`src/rtl/round_scoreboard_pkg.sv`:
```
`default_nettype none
// ============================================================================
//  Module   : game_pkg
//  Purpose  : Shared game-state codes, 7-segment constants and the round
//             scoreboard FSM state type.
//  Revision : 1.0  initial release
// ============================================================================
package game_pkg;

    // Game-state FSM codes driven by the upstream controller
    localparam logic [1:0] ST_INIT = 2'd0;
    localparam logic [1:0] ST_PLAY = 2'd1;
    localparam logic [1:0] ST_END  = 2'd2;

    // Active-low segment patterns, bit0=a .. bit6=g
    localparam logic [6:0] SEG_BLANK = 7'h7F;
    localparam logic [6:0] SEG_DASH  = 7'b0111111;

    // Round scoreboard FSM states
    typedef enum logic [1:0] {
        SB_IDLE       = 2'd0,
        SB_ROUND      = 2'd1,
        SB_TALLY      = 2'd2,
        SB_MATCH_OVER = 2'd3
    } sb_state_t;

endpackage
`default_nettype wire

```
`src/rtl/round_scoreboard_if.sv`:
```
`default_nettype none
// ============================================================================
//  Module   : round_scoreboard_if
//  Purpose  : Bundles the game/timer inputs and the score/display outputs of
//             the round scoreboard. master = driver side, slave = scoreboard.
//  Revision : 1.0  initial release
// ============================================================================
interface round_scoreboard_if;
    logic [1:0] i_state;
    logic [1:0] i_who_wins;
    logic [2:0] i_min_ten;
    logic [3:0] i_min_one;
    logic [2:0] i_sec_ten;
    logic [3:0] i_sec_one;
    logic       i_clear;
    logic [3:0] o_p1_score;
    logic [3:0] o_p2_score;
    logic       o_match_over;
    logic [1:0] o_match_winner;
    logic [6:0] o_hex0;
    logic [6:0] o_hex1;
    logic [6:0] o_hex2;
    logic [6:0] o_hex3;
    logic [6:0] o_hex4;
    logic [6:0] o_hex5;
    logic [6:0] o_hex6;
    logic [6:0] o_hex7;

    modport master (
        output i_state, i_who_wins, i_min_ten, i_min_one, i_sec_ten, i_sec_one, i_clear,
        input  o_p1_score, o_p2_score, o_match_over, o_match_winner,
        input  o_hex0, o_hex1, o_hex2, o_hex3, o_hex4, o_hex5, o_hex6, o_hex7
    );

    modport slave (
        input  i_state, i_who_wins, i_min_ten, i_min_one, i_sec_ten, i_sec_one, i_clear,
        output o_p1_score, o_p2_score, o_match_over, o_match_winner,
        output o_hex0, o_hex1, o_hex2, o_hex3, o_hex4, o_hex5, o_hex6, o_hex7
    );
endinterface
`default_nettype wire

```
`src/rtl/round_scoreboard_seg7_decoder.sv`:
```
`default_nettype none
// ============================================================================
//  Module   : seg7_decoder
//  Purpose  : Combinational BCD digit to active-low 7-segment pattern.
//             Values above 9 produce a blank digit.
//  Revision : 1.0  initial release
// ============================================================================
module seg7_decoder
    import game_pkg::*;
(
    input  wire logic [3:0] digit_i,
    output logic      [6:0] seg_o
);

    // Segment lookup, bit0=a .. bit6=g, 0 = lit
    always_comb begin
        seg_o = SEG_BLANK;
        case (digit_i)
            4'd0:    seg_o = 7'b1000000;
            4'd1:    seg_o = 7'b1111001;
            4'd2:    seg_o = 7'b0100100;
            4'd3:    seg_o = 7'b0110000;
            4'd4:    seg_o = 7'b0011001;
            4'd5:    seg_o = 7'b0010010;
            4'd6:    seg_o = 7'b0000010;
            4'd7:    seg_o = 7'b1111000;
            4'd8:    seg_o = 7'b0000000;
            4'd9:    seg_o = 7'b0010000;
            default: seg_o = SEG_BLANK;
        endcase
    end

endmodule
`default_nettype wire

```
`src/rtl/round_scoreboard.sv`:
```
`default_nettype none
// ============================================================================
//  Module   : round_scoreboard
//  Purpose  : Counts rounds won per player in a first-to-WIN_ROUNDS match,
//             latches the match winner and drives eight 7-segment digits
//             (P1 score, dash, P2 score, blank, MM:SS timer).
//  Options  : `SCOREBOARD_BLINK_EN - blink the winner's digit in MATCH_OVER.
//  Revision : 1.0  initial release
// ============================================================================
module round_scoreboard
    import game_pkg::*;
#(
    parameter int WIN_ROUNDS = 3,
    parameter int BLINK_HALF = 12_500_000
) (
    input  wire logic         clk,
    input  wire logic         rst_n,
    round_scoreboard_if.slave bus
);

    localparam logic [3:0] c_win_score = 4'(WIN_ROUNDS);

    sb_state_t  state_q;
    logic [1:0] prev_state_q;
    logic [3:0] p1_score_q;
    logic [3:0] p2_score_q;
    logic       match_over_q;
    logic [1:0] match_winner_q;
    logic [6:0] hex_q [8];

    logic       w_end_edge;
    logic       w_win_reached;
    logic       w_enter_over;
    logic       w_blink_off;
    logic [3:0] w_digit [6];
    logic [6:0] w_seg   [6];

    // A round ends on the first cycle the game FSM shows ST_END
    assign w_end_edge    = (bus.i_state == ST_END) && (prev_state_q != ST_END);
    assign w_win_reached = (p1_score_q == c_win_score) || (p2_score_q == c_win_score);
    assign w_enter_over  = (state_q == SB_TALLY) && w_win_reached && !bus.i_clear;

    // Match FSM: scores bump when the round-end edge is taken, winner one cycle later
    always_ff @(posedge clk or negedge rst_n) begin
        if (!rst_n) begin
            state_q        <= SB_IDLE;
            prev_state_q   <= ST_INIT;
            p1_score_q     <= 4'd0;
            p2_score_q     <= 4'd0;
            match_over_q   <= 1'b0;
            match_winner_q <= 2'b00;
        end else begin
            prev_state_q <= bus.i_state;
            if (bus.i_clear) begin
                state_q        <= SB_IDLE;
                p1_score_q     <= 4'd0;
                p2_score_q     <= 4'd0;
                match_over_q   <= 1'b0;
                match_winner_q <= 2'b00;
            end else begin
                case (state_q)
                    SB_IDLE: begin
                        if (bus.i_state == ST_PLAY) state_q <= SB_ROUND;
                    end
                    SB_ROUND: begin
                        if (w_end_edge) begin
                            state_q <= SB_TALLY;
                            // Draw (11) and no-result (00) leave scores alone
                            if (bus.i_who_wins == 2'b01 && p1_score_q < c_win_score)
                                p1_score_q <= p1_score_q + 4'd1;
                            else if (bus.i_who_wins == 2'b10 && p2_score_q < c_win_score)
                                p2_score_q <= p2_score_q + 4'd1;
                        end
                    end
                    SB_TALLY: begin
                        if (w_win_reached) begin
                            state_q        <= SB_MATCH_OVER;
                            match_over_q   <= 1'b1;
                            match_winner_q <= (p1_score_q == c_win_score) ? 2'b01 : 2'b10;
                        end else begin
                            state_q <= SB_IDLE;
                        end
                    end
                    SB_MATCH_OVER: begin
                        state_q <= SB_MATCH_OVER;
                    end
                    default: state_q <= SB_IDLE;
                endcase
            end
        end
    end

`ifdef SCOREBOARD_BLINK_EN
    localparam int CNT_W = (BLINK_HALF > 1) ? $clog2(BLINK_HALF) : 1;

    logic [CNT_W-1:0] blink_cnt_q;
    logic             blink_phase_q;

    // Half-period counter; restarts on entry to MATCH_OVER so the digit shows first
    always_ff @(posedge clk or negedge rst_n) begin
        if (!rst_n) begin
            blink_cnt_q   <= '0;
            blink_phase_q <= 1'b0;
        end else if (bus.i_clear || w_enter_over) begin
            blink_cnt_q   <= '0;
            blink_phase_q <= 1'b0;
        end else if (blink_cnt_q == CNT_W'(BLINK_HALF - 1)) begin
            blink_cnt_q   <= '0;
            blink_phase_q <= ~blink_phase_q;
        end else begin
            blink_cnt_q   <= blink_cnt_q + 1'b1;
        end
    end

    assign w_blink_off = (state_q == SB_MATCH_OVER) && blink_phase_q;
`else
    assign w_blink_off = 1'b0;
`endif

    // Digit sources for the six numeric displays
    assign w_digit[0] = p1_score_q;
    assign w_digit[1] = p2_score_q;
    assign w_digit[2] = {1'b0, bus.i_min_ten};
    assign w_digit[3] = bus.i_min_one;
    assign w_digit[4] = {1'b0, bus.i_sec_ten};
    assign w_digit[5] = bus.i_sec_one;

    genvar gi;
    generate
        for (gi = 0; gi < 6; gi++) begin : g_seg
            seg7_decoder u_dec (
                .digit_i (w_digit[gi]),
                .seg_o   (w_seg[gi])
            );
        end
    endgenerate

    // Registered display drive, winner digit masked during the blink-off phase
    always_ff @(posedge clk or negedge rst_n) begin
        if (!rst_n) begin
            for (int i = 0; i < 8; i++) hex_q[i] <= SEG_BLANK;
        end else begin
            hex_q[7] <= (w_blink_off && match_winner_q == 2'b01) ? SEG_BLANK : w_seg[0];
            hex_q[6] <= SEG_DASH;
            hex_q[5] <= (w_blink_off && match_winner_q == 2'b10) ? SEG_BLANK : w_seg[1];
            hex_q[4] <= SEG_BLANK;
            hex_q[3] <= w_seg[2];
            hex_q[2] <= w_seg[3];
            hex_q[1] <= w_seg[4];
            hex_q[0] <= w_seg[5];
        end
    end

    assign bus.o_p1_score     = p1_score_q;
    assign bus.o_p2_score     = p2_score_q;
    assign bus.o_match_over   = match_over_q;
    assign bus.o_match_winner = match_winner_q;
    assign bus.o_hex0         = hex_q[0];
    assign bus.o_hex1         = hex_q[1];
    assign bus.o_hex2         = hex_q[2];
    assign bus.o_hex3         = hex_q[3];
    assign bus.o_hex4         = hex_q[4];
    assign bus.o_hex5         = hex_q[5];
    assign bus.o_hex6         = hex_q[6];
    assign bus.o_hex7         = hex_q[7];

endmodule
`default_nettype wire
```
`src/flat_wrapper.sv`:
```
// flat-port wrapper written by rule: the top's interface ports become plain ports
module round_scoreboard_flat import game_pkg::*;
#(
    parameter int WIN_ROUNDS = 3,
    parameter int BLINK_HALF = 12_500_000
)
  (clk, rst_n, bus_i_state, bus_i_who_wins, bus_i_min_ten, bus_i_min_one, bus_i_sec_ten, bus_i_sec_one, bus_i_clear, bus_o_p1_score, bus_o_p2_score, bus_o_match_over, bus_o_match_winner, bus_o_hex0, bus_o_hex1, bus_o_hex2, bus_o_hex3, bus_o_hex4, bus_o_hex5, bus_o_hex6, bus_o_hex7);
  round_scoreboard_if bus_i ();
  input  wire logic clk;
  input  wire logic rst_n;
  input wire logic [$bits(bus_i.i_state)-1:0] bus_i_state;
  input wire logic [$bits(bus_i.i_who_wins)-1:0] bus_i_who_wins;
  input wire logic [$bits(bus_i.i_min_ten)-1:0] bus_i_min_ten;
  input wire logic [$bits(bus_i.i_min_one)-1:0] bus_i_min_one;
  input wire logic [$bits(bus_i.i_sec_ten)-1:0] bus_i_sec_ten;
  input wire logic [$bits(bus_i.i_sec_one)-1:0] bus_i_sec_one;
  input wire logic [$bits(bus_i.i_clear)-1:0] bus_i_clear;
  output wire logic [$bits(bus_i.o_p1_score)-1:0] bus_o_p1_score;
  output wire logic [$bits(bus_i.o_p2_score)-1:0] bus_o_p2_score;
  output wire logic [$bits(bus_i.o_match_over)-1:0] bus_o_match_over;
  output wire logic [$bits(bus_i.o_match_winner)-1:0] bus_o_match_winner;
  output wire logic [$bits(bus_i.o_hex0)-1:0] bus_o_hex0;
  output wire logic [$bits(bus_i.o_hex1)-1:0] bus_o_hex1;
  output wire logic [$bits(bus_i.o_hex2)-1:0] bus_o_hex2;
  output wire logic [$bits(bus_i.o_hex3)-1:0] bus_o_hex3;
  output wire logic [$bits(bus_i.o_hex4)-1:0] bus_o_hex4;
  output wire logic [$bits(bus_i.o_hex5)-1:0] bus_o_hex5;
  output wire logic [$bits(bus_i.o_hex6)-1:0] bus_o_hex6;
  output wire logic [$bits(bus_i.o_hex7)-1:0] bus_o_hex7;
  assign bus_i.i_state = bus_i_state;
  assign bus_i.i_who_wins = bus_i_who_wins;
  assign bus_i.i_min_ten = bus_i_min_ten;
  assign bus_i.i_min_one = bus_i_min_one;
  assign bus_i.i_sec_ten = bus_i_sec_ten;
  assign bus_i.i_sec_one = bus_i_sec_one;
  assign bus_i.i_clear = bus_i_clear;
  assign bus_o_p1_score = bus_i.o_p1_score;
  assign bus_o_p2_score = bus_i.o_p2_score;
  assign bus_o_match_over = bus_i.o_match_over;
  assign bus_o_match_winner = bus_i.o_match_winner;
  assign bus_o_hex0 = bus_i.o_hex0;
  assign bus_o_hex1 = bus_i.o_hex1;
  assign bus_o_hex2 = bus_i.o_hex2;
  assign bus_o_hex3 = bus_i.o_hex3;
  assign bus_o_hex4 = bus_i.o_hex4;
  assign bus_o_hex5 = bus_i.o_hex5;
  assign bus_o_hex6 = bus_i.o_hex6;
  assign bus_o_hex7 = bus_i.o_hex7;
  round_scoreboard #(.WIN_ROUNDS(WIN_ROUNDS), .BLINK_HALF(BLINK_HALF)) u_core (.clk(clk), .rst_n(rst_n), .bus(bus_i));
endmodule
```
`config.mk`:
```
export PLATFORM = sky130hd
export DESIGN_NAME = round_scoreboard_flat
export DESIGN_NICKNAME = d
export VERILOG_FILES = /design/src/rtl/round_scoreboard_pkg.sv /design/src/rtl/round_scoreboard_if.sv /design/src/rtl/round_scoreboard_seg7_decoder.sv /design/src/rtl/round_scoreboard.sv /design/src/flat_wrapper.sv
export SDC_FILE = /design/constraint.sdc
export NUM_CORES = 1
export LEC_CHECK = 0
export BUFFER_PORTS_ARGS = -buffer_cell sky130_fd_sc_hd__buf_2
export CORE_MARGIN = 2
export CORE_UTILIZATION = 45
export CTS_CLUSTER_DIAMETER = 50
export DETAILED_ROUTE_END_ITERATION = 10
export PLACE_DENSITY = 0.81
export SYNTH_ARGS = -nofsm -noshare
export SYNTH_HDL_FRONTEND = slang
export SYNTH_SLANG_ARGS = --single-unit
```
`constraint.sdc`:
```
create_clock -name clk -period 1.4 [get_ports clk]
set_input_delay 0.28 -clock clk [delete_from_list [all_inputs] [get_ports clk]]
set_output_delay 0.28 -clock clk [all_outputs]
set_load 0.05 [all_outputs]
```
==> summary.txt <==
run status: finished clean
Cell Rows: 29
FFs w/ async S/R, synth: 100%
largest net degree at the start of global routing: 59
fill cell count: 514
DRC viols: 0
post-synth cell types: 37
hpwl dp: 4.03 mm
GR Util met3: 5.16%
PortBufs: 74
Worst-Skew Late Latency: 0.33 ns
Min Clock Period, post-route: 1.39 ns
Initial Util: 46.4%
antenna violations before repair: 0
crit-path cells: buf_12 > nor2_4 > nand3b_4 > nor4_4 > mux2_4
RSZ-0062 raised after global routing: true
Die Span X: 85.0 um
endpoints failing hold: 0
CP Data Arrival Time: 1.61 ns
Ys Warns: 0
top cell type's share of synthesized area: 38.3%
share of layout cells above drive strength 1: 47.4%
gr ovfl total: 0
number of flops mapped to enable cells by yosys: 0
WS Path Type: reg2reg
Worst VDD drop: 586 uV
Clk pin slew, worst setup/hold paths: 0.06 ns
Die Y: 85.0 um
register area: 1510 um^2
Post-Place Cells: 437
Synth Cell Area: 2950 um^2
Diodes inserted: 0
Via Count: 2166
max-cap violations: 0
CTS Sinks: 58
initial DRC count: 110
critical path's top delay family: flip-flops
setup violators final: 0
utilization after layout: 61.4%
Slew Limit Fails: 0
top_reg_cell synth: dfstp_2
syn_area_per_cell: 10.5 um^2
Syn Inst Count: 281
Final period util: 99.6%
Max H-tree Level: 3
first-pass GRT wire length: 8.76 mm
Crit path largest cell delay: 0.43 ns
vias in the first global route: 2056
# IOs: 88
Setup crit end kind: register
via/cell ratio: 4.74
Num CTS Buffers: 9
drt pass-1 iters: 4
Synth Register Bits: 58
cell with the most instances after synthesis: dfstp_2
Routed Antenna Nets: 0
met1 usage: 17.2%
fin nets: 426
CP Launch Type: register
Max Root-Sink Buffers: 2
CTS tree: yes
full die area: 7220 um^2
synth top area cells: dfstp_2 38%, dfrtp_1 13%, ha_1 13%
Max FO, Critical Path: 3
final instance count without filler cells: 457
post-synthesis sequential area ratio: 51.0%
Peak Freq: 717 MHz
Pwr Density: 1010 nW/um^2
Synth area leader: dfstp_2
CTS root buf: clkbuf_8
Slowest-stage cell, CP: dfrtp_2
Worst Skew: 0.00951 ns
busiest grt layer: met2
leak pwr: 1.86 nW
TNS Setup: 0 ns
Post-Route WL: 5.48 mm
core box area: 6350 um^2
worst path required time: 1.62 ns
area of the multi-input gates: 1340 um^2
met2 usage: 27.0%
WL/cell: 12.0 um
GP Congestion: 0.826
Commonest cells post-synth: 43 x dfstp_2, 30 x ha_1, 29 x nand2_1
worst path bufs/invs: 1
Min-Delay Path Class: in2reg
Total Routing Usage GR: 15.7%
Area growth, synth to finish: 32.3%
==> final timing paths <==
path	endpoint	depth (start not counted)	startpoint	slack [ns]
hold / removal	u_core.prev_state_q[0]$_DFF_PN0_	1	bus_i_state[0]	0.1
max in group asynchronous	u_core.bus.o_hex2[1]$_DFF_PN1_	3	rst_n	0.61
setup reg to reg	u_core.bus.o_p1_score[0]$_DFFE_PN0P_	5	u_core.bus.o_p1_score[2]$_DFFE_PN0P_	0.006
min in group asynchronous	u_core.bus.o_p1_score[2]$_DFFE_PN0P_	3	rst_n	0.48
hold reg to reg	u_core.bus.o_match_over$_DFFE_PN0P_	2	u_core.bus.o_match_over$_DFFE_PN0P_	0.51
setup / recovery	u_core.bus.o_p1_score[0]$_DFFE_PN0P_	5	u_core.bus.o_p1_score[2]$_DFFE_PN0P_	0.006
==> metal layers <==
metal	up-vias	part of all wire, %	routed length [um]
li1	1073	-	-
met3	9	5.4	294
met1	1024	40	2170
met2	60	53	2930
met4	0	1.6	89
met5	-	0	0
==> worst register-to-register path: cells and delay by family, from the launching register on <==
family                 cells  cell delay [ns]
buffers and inverters      1             0.14
and+or+nand+nor            3             0.38
DFF                        1             0.43
muxes                      1             0.33
==> registers in the layout (all words and copies together) (netlist names), 4 cells and up <==
register               count
u_core.bus.o_p1_score      4
u_core.bus.o_hex3          7
u_core.bus.o_hex5          7
u_core.bus.o_p2_score      4
u_core.bus.o_hex2          7
u_core.bus.o_hex0          7
u_core.bus.o_hex7          7
u_core.bus.o_hex1          7
==> where the power goes <==
part / internal, W / leakage, nW / total [W] / switching (W)
logic: 0.000181 / 1.13 / 0.000693 / 0.000512
registers: 0.00180 / 0.642 / 0.00183 / 0.0000255
clock network: 0.000819 / 0.0914 / 0.00143 / 0.000610
==> layout by cell type, fill, tap and decap left out, drive strengths merged, types with 6 or more instances in the layout <==
cell type	synthesis	layout
buf	18	59
clkbuf	2	44
dfstp	43	43
ha	30	30
nand2	29	29
nor2	27	27
inv	23	23
o21ai	22	22
a21oi	22	22
dfrtp	15	15
conb	2	14
nand2b	12	12
nor2b	6	6
==> area by class of cell <==
cell class	instances	area share [%]
clock inverters	3	1.03
clock buffers	13	3.56
inverters	23	2.21
flip-flops and latches	58	38.8
repair buffers	91	17.6
multi-input cells	192	34.3
well taps	77	2.47
==> kinds of logic (layout without fill, tap and decap cells) <==
family                     Yosys count  after routing  synth area share, %
other                                2             14                0.255
DFF                                 58             58                 51.0
muxes                                7              7                 2.55
buffers and inverters               43            130                 7.76
and+or+nand+nor                     90             90                 16.4
adders and majority gates           30             30                 12.7
AOI/OAI and AO/OA                   51             51                 9.29
==> timing repair <==
item | in CTS | in global routing
hold endpoints to repair | 15 | 0
resized for setup | 23 | 45
endpoints found under the setup margin | 18 | 44
pin swaps | 1 | 0
hold buffers | 1 | 0
buffers inserted | 1 | 2
==> metrics by stage <==
step / total power [W] / worst slack, ns / instance area [um^2] / hold slack [ns]
6_report: 0.00395 / 0.00613 / 3900 / 0.0979
5_1_grt: 0.00414 / -0.0702 / 3900 / 0.0725
4_1_cts: 0.00397 / 0.00151 / 3750 / 0.0786
3_5_place_dp: 0.00251 / -0.00826 / 3480 / 0.308
3_3_place_gp: 0.00249 / 0.0242 / 3480 / 0.300
2_1_floorplan: 0.00235 / -0.157 / 3040 / -0.0156
Power figures use the tool's default switching activity.
